$ cat config.mk
export PLATFORM = sky130hd
export DESIGN_NAME = approx_mult_pipe_flat
export DESIGN_NICKNAME = d
export VERILOG_FILES = /design/src/rtl/approx_mult_pipe_if.sv /design/src/rtl/approx_mult_pipe.sv /design/src/flat_wrapper.sv
export SDC_FILE = /design/constraint.sdc
export NUM_CORES = 1
export LEC_CHECK = 0
export CAP_MARGIN = 10
export CORE_MARGIN = 4
export CORE_UTILIZATION = 45
export CTS_CLUSTER_SIZE = 30
export DETAILED_ROUTE_END_ITERATION = 8
export HOLD_SLACK_MARGIN = 0.1
export PLACE_DENSITY = 0.63
export SYNTH_ARGS = -nofsm -noshare
export SYNTH_HDL_FRONTEND = slang
export SYNTH_SLANG_ARGS = --single-unit
$ cat constraint.sdc
create_clock -name clk -period 4.56 [get_ports clk]
set_clock_uncertainty 0.2 [all_clocks]
set_input_delay 0.912 -clock clk [delete_from_list [all_inputs] [get_ports clk]]
set_output_delay 0.912 -clock clk [all_outputs]
set_load 0.01 [all_outputs]
$ cat src/rtl/approx_mult_pipe_if.sv
// Streaming handshake bundle for approx_mult_pipe.
// Ports: in_valid/in_ready/in_a/in_b/in_mode (request), out_valid/out_ready/out_p/out_mode (result).
`timescale 1ns/1ps
interface approx_mult_pipe_if #(
    parameter int WIDTH = 8
);
    logic                 in_valid;
    logic                 in_ready;
    logic [WIDTH-1:0]     in_a;
    logic [WIDTH-1:0]     in_b;
    logic                 in_mode;
    logic                 out_valid;
    logic                 out_ready;
    logic [2*WIDTH-1:0]   out_p;
    logic                 out_mode;

    modport slave (
        input  in_valid, in_a, in_b, in_mode, out_ready,
        output in_ready, out_valid, out_p, out_mode
    );

    modport master (
        output in_valid, in_a, in_b, in_mode, out_ready,
        input  in_ready, out_valid, out_p, out_mode
    );
endinterface

$ cat src/rtl/approx_mult_pipe.sv
// 3-stage pipelined recursive multiplier with per-transaction exact/LOA-approximate recombination.
// Ports: clk, rst (async, active-high), bus (approx_mult_pipe_if.slave);
// with APPROX_ERR_MON_EN defined also err_count[31:0] and err_max[2*WIDTH-1:0].
`timescale 1ns/1ps
module approx_mult_pipe #(
    parameter int WIDTH       = 8,
    parameter int APPROX_BITS = 2
) (
    input  logic                clk,
    input  logic                rst,
    approx_mult_pipe_if.slave   bus
`ifdef APPROX_ERR_MON_EN
    ,
    output logic [31:0]         err_count,
    output logic [2*WIDTH-1:0]  err_max
`endif
);
    localparam int H = WIDTH / 2;
    localparam int K = APPROX_BITS;
    localparam int OW = 3 * H;

    // Lower-part-OR adder for the middle sum; keeps the carry out.
    function automatic logic [WIDTH:0] loa_mid(
        input logic [WIDTH-1:0] x,
        input logic [WIDTH-1:0] y,
        input logic             approx
    );
        logic [WIDTH:0] xe, ye, lo_mask;
        xe      = {1'b0, x};
        ye      = {1'b0, y};
        lo_mask = ({{WIDTH{1'b0}}, 1'b1} << K) - 1'b1;
        if (!approx || K == 0)
            return xe + ye;
        return (((xe >> K) + (ye >> K)) << K) | ((xe | ye) & lo_mask);
    endfunction

    // Same adder for the final recombination; carry out is dropped.
    function automatic logic [OW-1:0] loa_out(
        input logic [OW-1:0] x,
        input logic [OW-1:0] y,
        input logic          approx
    );
        logic [OW-1:0] lo_mask;
        lo_mask = ({{(OW-1){1'b0}}, 1'b1} << K) - 1'b1;
        if (!approx || K == 0)
            return x + y;
        return (((x >> K) + (y >> K)) << K) | ((x | y) & lo_mask);
    endfunction

    logic                s1_valid, s2_valid, s3_valid;
    logic [H-1:0]        s1_ah, s1_al, s1_bh, s1_bl;
    logic                s1_mode, s2_mode, s3_mode;
    logic [WIDTH-1:0]    s2_p1, s2_p4;
    logic [WIDTH:0]      s2_mid;
    logic [2*WIDTH-1:0]  s3_p;

    logic [WIDTH-1:0]    p1, p2, p3, p4;
    logic [WIDTH:0]      mid;
    logic [OW-1:0]       op1, sum;
    logic                s1_load, s2_load, s3_load;

    // Each stage loads when empty or when its content leaves this cycle.
    assign s3_load = !s3_valid || bus.out_ready;
    assign s2_load = !s2_valid || s3_load;
    assign s1_load = !s1_valid || s2_load;

    assign bus.in_ready  = s1_load;
    assign bus.out_valid = s3_valid;
    assign bus.out_p     = s3_p;
    assign bus.out_mode  = s3_mode;

    assign p1  = WIDTH'(s1_ah) * WIDTH'(s1_bh);
    assign p2  = WIDTH'(s1_ah) * WIDTH'(s1_bl);
    assign p3  = WIDTH'(s1_al) * WIDTH'(s1_bh);
    assign p4  = WIDTH'(s1_al) * WIDTH'(s1_bl);
    assign mid = loa_mid(p2, p3, s1_mode);

    assign op1 = {s2_p1, s2_p4[WIDTH-1:H]};
    assign sum = loa_out(op1, {{(H-1){1'b0}}, s2_mid}, s2_mode);

    always_ff @(posedge clk or posedge rst) begin
        if (rst) begin
            s1_valid <= 1'b0;
            s2_valid <= 1'b0;
            s3_valid <= 1'b0;
            s1_ah    <= '0;
            s1_al    <= '0;
            s1_bh    <= '0;
            s1_bl    <= '0;
            s1_mode  <= 1'b0;
            s2_p1    <= '0;
            s2_p4    <= '0;
            s2_mid   <= '0;
            s2_mode  <= 1'b0;
            s3_p     <= '0;
            s3_mode  <= 1'b0;
        end else begin
            if (s1_load) begin
                s1_valid <= bus.in_valid;
                if (bus.in_valid) begin
                    s1_ah   <= bus.in_a[WIDTH-1:H];
                    s1_al   <= bus.in_a[H-1:0];
                    s1_bh   <= bus.in_b[WIDTH-1:H];
                    s1_bl   <= bus.in_b[H-1:0];
                    s1_mode <= bus.in_mode;
                end
            end
            if (s2_load) begin
                s2_valid <= s1_valid;
                if (s1_valid) begin
                    s2_p1   <= p1;
                    s2_p4   <= p4;
                    s2_mid  <= mid;
                    s2_mode <= s1_mode;
                end
            end
            if (s3_load) begin
                s3_valid <= s2_valid;
                if (s2_valid) begin
                    s3_p    <= {sum, s2_p4[H-1:0]};
                    s3_mode <= s2_mode;
                end
            end
        end
    end

`ifdef APPROX_ERR_MON_EN
    logic [2*WIDTH-1:0] s1_ex, s2_ex, s3_ex;
    logic [2*WIDTH-1:0] abs_err;
    logic               out_fire;

    assign out_fire = s3_valid && bus.out_ready;
    assign abs_err  = (s3_ex > s3_p) ? (s3_ex - s3_p) : (s3_p - s3_ex);

    always_ff @(posedge clk or posedge rst) begin
        if (rst) begin
            s1_ex     <= '0;
            s2_ex     <= '0;
            s3_ex     <= '0;
            err_count <= '0;
            err_max   <= '0;
        end else begin
            if (s1_load && bus.in_valid)
                s1_ex <= (2*WIDTH)'(bus.in_a) * (2*WIDTH)'(bus.in_b);
            if (s2_load && s1_valid)
                s2_ex <= s1_ex;
            if (s3_load && s2_valid)
                s3_ex <= s2_ex;
            if (out_fire) begin
                if (s3_p != s3_ex && err_count != 32'hFFFF_FFFF)
                    err_count <= err_count + 32'd1;
                if (abs_err > err_max)
                    err_max <= abs_err;
            end
        end
    end
`endif
endmodule

$ cat src/flat_wrapper.sv
// flat-port wrapper written by rule: the top's interface ports become plain ports
module approx_mult_pipe_flat 
#(
    parameter int WIDTH       = 8,
    parameter int APPROX_BITS = 2
)
  (clk, rst, bus_in_valid, bus_in_a, bus_in_b, bus_in_mode, bus_out_ready, bus_in_ready, bus_out_valid, bus_out_p, bus_out_mode);
  approx_mult_pipe_if #(.WIDTH(WIDTH)) bus_i ();
  input  logic clk;
  input  logic rst;
  input wire logic [$bits(bus_i.in_valid)-1:0] bus_in_valid;
  input wire logic [$bits(bus_i.in_a)-1:0] bus_in_a;
  input wire logic [$bits(bus_i.in_b)-1:0] bus_in_b;
  input wire logic [$bits(bus_i.in_mode)-1:0] bus_in_mode;
  input wire logic [$bits(bus_i.out_ready)-1:0] bus_out_ready;
  output wire logic [$bits(bus_i.in_ready)-1:0] bus_in_ready;
  output wire logic [$bits(bus_i.out_valid)-1:0] bus_out_valid;
  output wire logic [$bits(bus_i.out_p)-1:0] bus_out_p;
  output wire logic [$bits(bus_i.out_mode)-1:0] bus_out_mode;
  assign bus_i.in_valid = bus_in_valid;
  assign bus_i.in_a = bus_in_a;
  assign bus_i.in_b = bus_in_b;
  assign bus_i.in_mode = bus_in_mode;
  assign bus_i.out_ready = bus_out_ready;
  assign bus_in_ready = bus_i.in_ready;
  assign bus_out_valid = bus_i.out_valid;
  assign bus_out_p = bus_i.out_p;
  assign bus_out_mode = bus_i.out_mode;
  approx_mult_pipe #(.WIDTH(WIDTH), .APPROX_BITS(APPROX_BITS)) u_core (.clk(clk), .rst(rst), .bus(bus_i));
endmodule
==> impl_results.md <==
- Initial DRT Pass Iterations: 4
- Slew HR: 31.46%
- Status: finished clean
- Post CTS Setup Buffer Count: 0
- Asr flop ratio synth: between 90% and 100%
- Mapped Nets: about 630
- Clock buffer depth: 2
- Largest net degree at the start of global routing: between 40 and 50
- Tot Pwr: between 3 and 4 mW
- Global-route wire length before repair: about 17000 um
- Met2 Track Usage GR: about a quarter
- Drt drc: 0
- Clock root buffer: clkbuf_8
- Vias: between 3000 and 4000
- Crit Path Max Fanout: 9
- Vias in the first global route: 3604
- WL/cell: 14.25 um
- Max Fclk: 0.2439 GHz
- Data required time of the critical path: 4.62 ns
- # H-tree levels: 3
- Adder-Cell Fraction of Synth Area: ~25%
- Final slew viol count: 0
- Synth Area in XOR/XNOR: under 10%
- Post-route cell area: 5739 sq um
- CP Capture Type: register
- Top cell type's share of synthesized area: 31.34%
- Grt ovf: 0
- CP peak stage delay: 0.59 ns
- Final hold violations: 0
- Cell family contributing the most delay on the critical path: adder cells
- Cell accounting for the most synthesized area: dfrtp_1
- Resize count post-CTS: 0
- Sink Count: 63
- Setup Viol. Count Final: 0
- Number of max-cap violations: 0
- RSZ-0062 raised after global routing: no
- Synth area leaders: dfrtp_1 31%, ha_1 17%, fa_1 8.0%
- Cell Rows: 38
- Die width: 113.7 um
- Vias per cell: ~5.1
- Mean Syn Cell Area: roughly 9.7 sq um
- Buf+Inv Stages, Crit Path: 3
- Post-layout nets: 672
- Die area: 12930 sq um
- Crit path cell chain: nand2_1 > fa_1 > inv_1 > fa_1 > inv_1 > fa_1 > inv_1 > ha_1 > nor2b_1 > nand4_1 > nand3_1 > a2111o_1 > o211ai_1
- Hold_buf cts: 0
- Least-Margin Pin Slew: 1.028 ns
- CTS Buf Count: 9
- Post-DP Area: 5555 sq um
- IO Port Bufs: 39
- Setup CP Type: reg2reg
- Clock slew at reported path FFs: 0.07 ns
- Worst hold slack: 0.2701 ns
- Busiest grt layer: met2
- Final period util: about nine tenths
- Fraction of layout cells with a size suffix above 1: 6.526%
- Initial antenna violation count: 0
- Compound-Gate Fraction of Synth Area: about a tenth
- Initial DRC Count: 166
- Synthesized netlist cell count: ~520
- Synthesized area: approximately 5000 sq um
- Unique cell type count in the Yosys netlist: 47
- Ports: 40
- Met3 usage: 3.130%
- GR Util met1: a little under a quarter
- Overall die height: 113.7 um
- TNS Setup: 0 ns
- Power Density: 578.0 nW/um^2
- Slowest CP cell: fa_1
- Hold Path Class: reg2reg
- TritonCTS clock tree: done
- Max VDD drop: approximately 0.23 mV
- Arr. time, crit path: 4.16 ns
- Register area share after synthesis: 31.34%
- P&R area growth vs syn: 14.10%
- Yosys warns: 0
- Simple-gate share of the synthesized area: between 10% and 20%
- RePlAce Congestion: 0.8512
- Diode count: 0
- Remaining antenna violation count: 0
- Post-synth EDFFs: 0
- Final Critical Period: 4.100 ns
- Prevailing post-synth register cell: dfrtp_1
- Initial core utilization: 46.20%
- Global-route usage over all layers: 16.75%
- Leak: roughly 2.8 nW
- Core area: approximately 11000 sq um
- Register bit count reported by yosys: 63
- Largest family of logic cells by synthesized area: adder cells
- Worst skew pair latency: approximately 0.34 ns
- Post-DP HPWL: 7829 um
- Worst setup SP type: register
- DRT Wirelength: a little over 10000 um
- Mux cell area share after synthesis: 7.065%
## cells in the final DEF (no fill, tap or decap), drive strengths merged, types with 3 or more instances in the layout
cell type | synthesis | final
a21o | 9 | 9
a21oi | 24 | 24
and2 | 41 | 41
buf | 7 | 3
clkbuf | 5 | 11
clkdlybuf4s50 | 0 | 39
clkinvlp | 0 | 3
dfrtp | 63 | 63
fa | 20 | 20
ha | 69 | 69
inv | 54 | 54
mux2 | 28 | 28
mux2i | 4 | 4
nand2 | 72 | 72
nand2b | 6 | 6
nand3 | 8 | 8
nand4 | 5 | 5
nand4b | 3 | 3
nor2 | 15 | 15
nor3 | 3 | 3
nor3b | 8 | 8
o21ai | 26 | 26
o21bai | 4 | 4
xnor2 | 19 | 19
xor2 | 6 | 6
## tightest hold or removal path, delay by kind of cell (launching register included)
kind             cells  cell delay (ns)
DFF                  1             0.35
and+or+nand+nor      2             0.09
## path summary, 6_finish.rpt
path                                      start                    to  slack, ns  depth (start not counted)
worst max-delay path            u_core.s1_ah[0]      u_core.s2_mid[7]       0.46                         13
max in group asynchronous                   rst  u_core.bus.out_p[10]       2.42                          3
worst min register to register  u_core.s2_p4[0]   u_core.bus.out_p[0]       0.27                          2
min in group asynchronous                   rst       u_core.s1_ah[3]       0.91                          2
worst max register to register  u_core.s1_ah[0]      u_core.s2_mid[7]       0.46                         13
worst min-delay path            u_core.s2_p4[0]   u_core.bus.out_p[0]       0.27                          2
## layer usage
layer,share of wire [%],vias up
met5,0,-
met2,45,72
met4,0.88,0
li1,-,1847
met3,3.5,8
met1,50,1700
## cell families (layout without fill, tap and decap cells)
kind of cell,after synthesis,count (layout)
compound gates,78,78
xor+xnor,25,25
fa+ha+maj,89,89
buf+inv,66,112
flops,63,63
mux,32,32
simple gates,168,168
## synthesized netlist by cell type, types with 7 or more instances
master    n
nand2_1  72
and2_1   41
xnor2_1  19
a21oi_1  23
nand3_1   8
inv_1    54
nor2_1   15
a21o_1    9
mux2_2   12
fa_1     20
ha_1     69
dfrtp_1  63
o21ai_1   8
o21ai_0  18
nor3b_1   7
mux2_1   16
## where the power goes
part | switching, mW | internal (mW)
clock | 0.235 | 0.225
combinational | 1.00 | 0.939
sequential | 0.162 | 0.753
total | 1.40 | 1.92
## state kept, by name, indices dropped and copies added (netlist names), 4 cells and up
signal and cells:
u_core.bus.out_p 16, u_core.s1_ah 4, u_core.s1_al 4, u_core.s1_bh 4
u_core.s1_bl 4, u_core.s2_mid 9, u_core.s2_p1 8, u_core.s2_p4 8
## cell type report
| cell class | instances | area (sq um) |
|---|---|---|
| Inverter | 54 | 202.7 |
| Tap cell | 140 | 175.2 |
| Sequential cell | 63 | 1577 |
| Timing Repair Buffer | 42 | 412.9 |
| Fill cell | 1010 | 5149 |
| Multi-Input combinational cell | 392 | 3188 |
| Clock inverter | 5 | 32.53 |
| Clock buffer | 11 | 151.4 |
## per-stage QoR
stage	utilization (%)	cells	worst slack (ns)
2_1_floorplan	-	521	0.8083
5_1_grt	52.71	707	0.2264
3_3_place_gp	51.02	691	0.6542
3_5_place_dp	51.02	691	0.4921
6_report	52.71	707	0.4595
4_1_cts	52.71	707	0.4319
No activity file was read; power rests on OpenSTA's default activity.
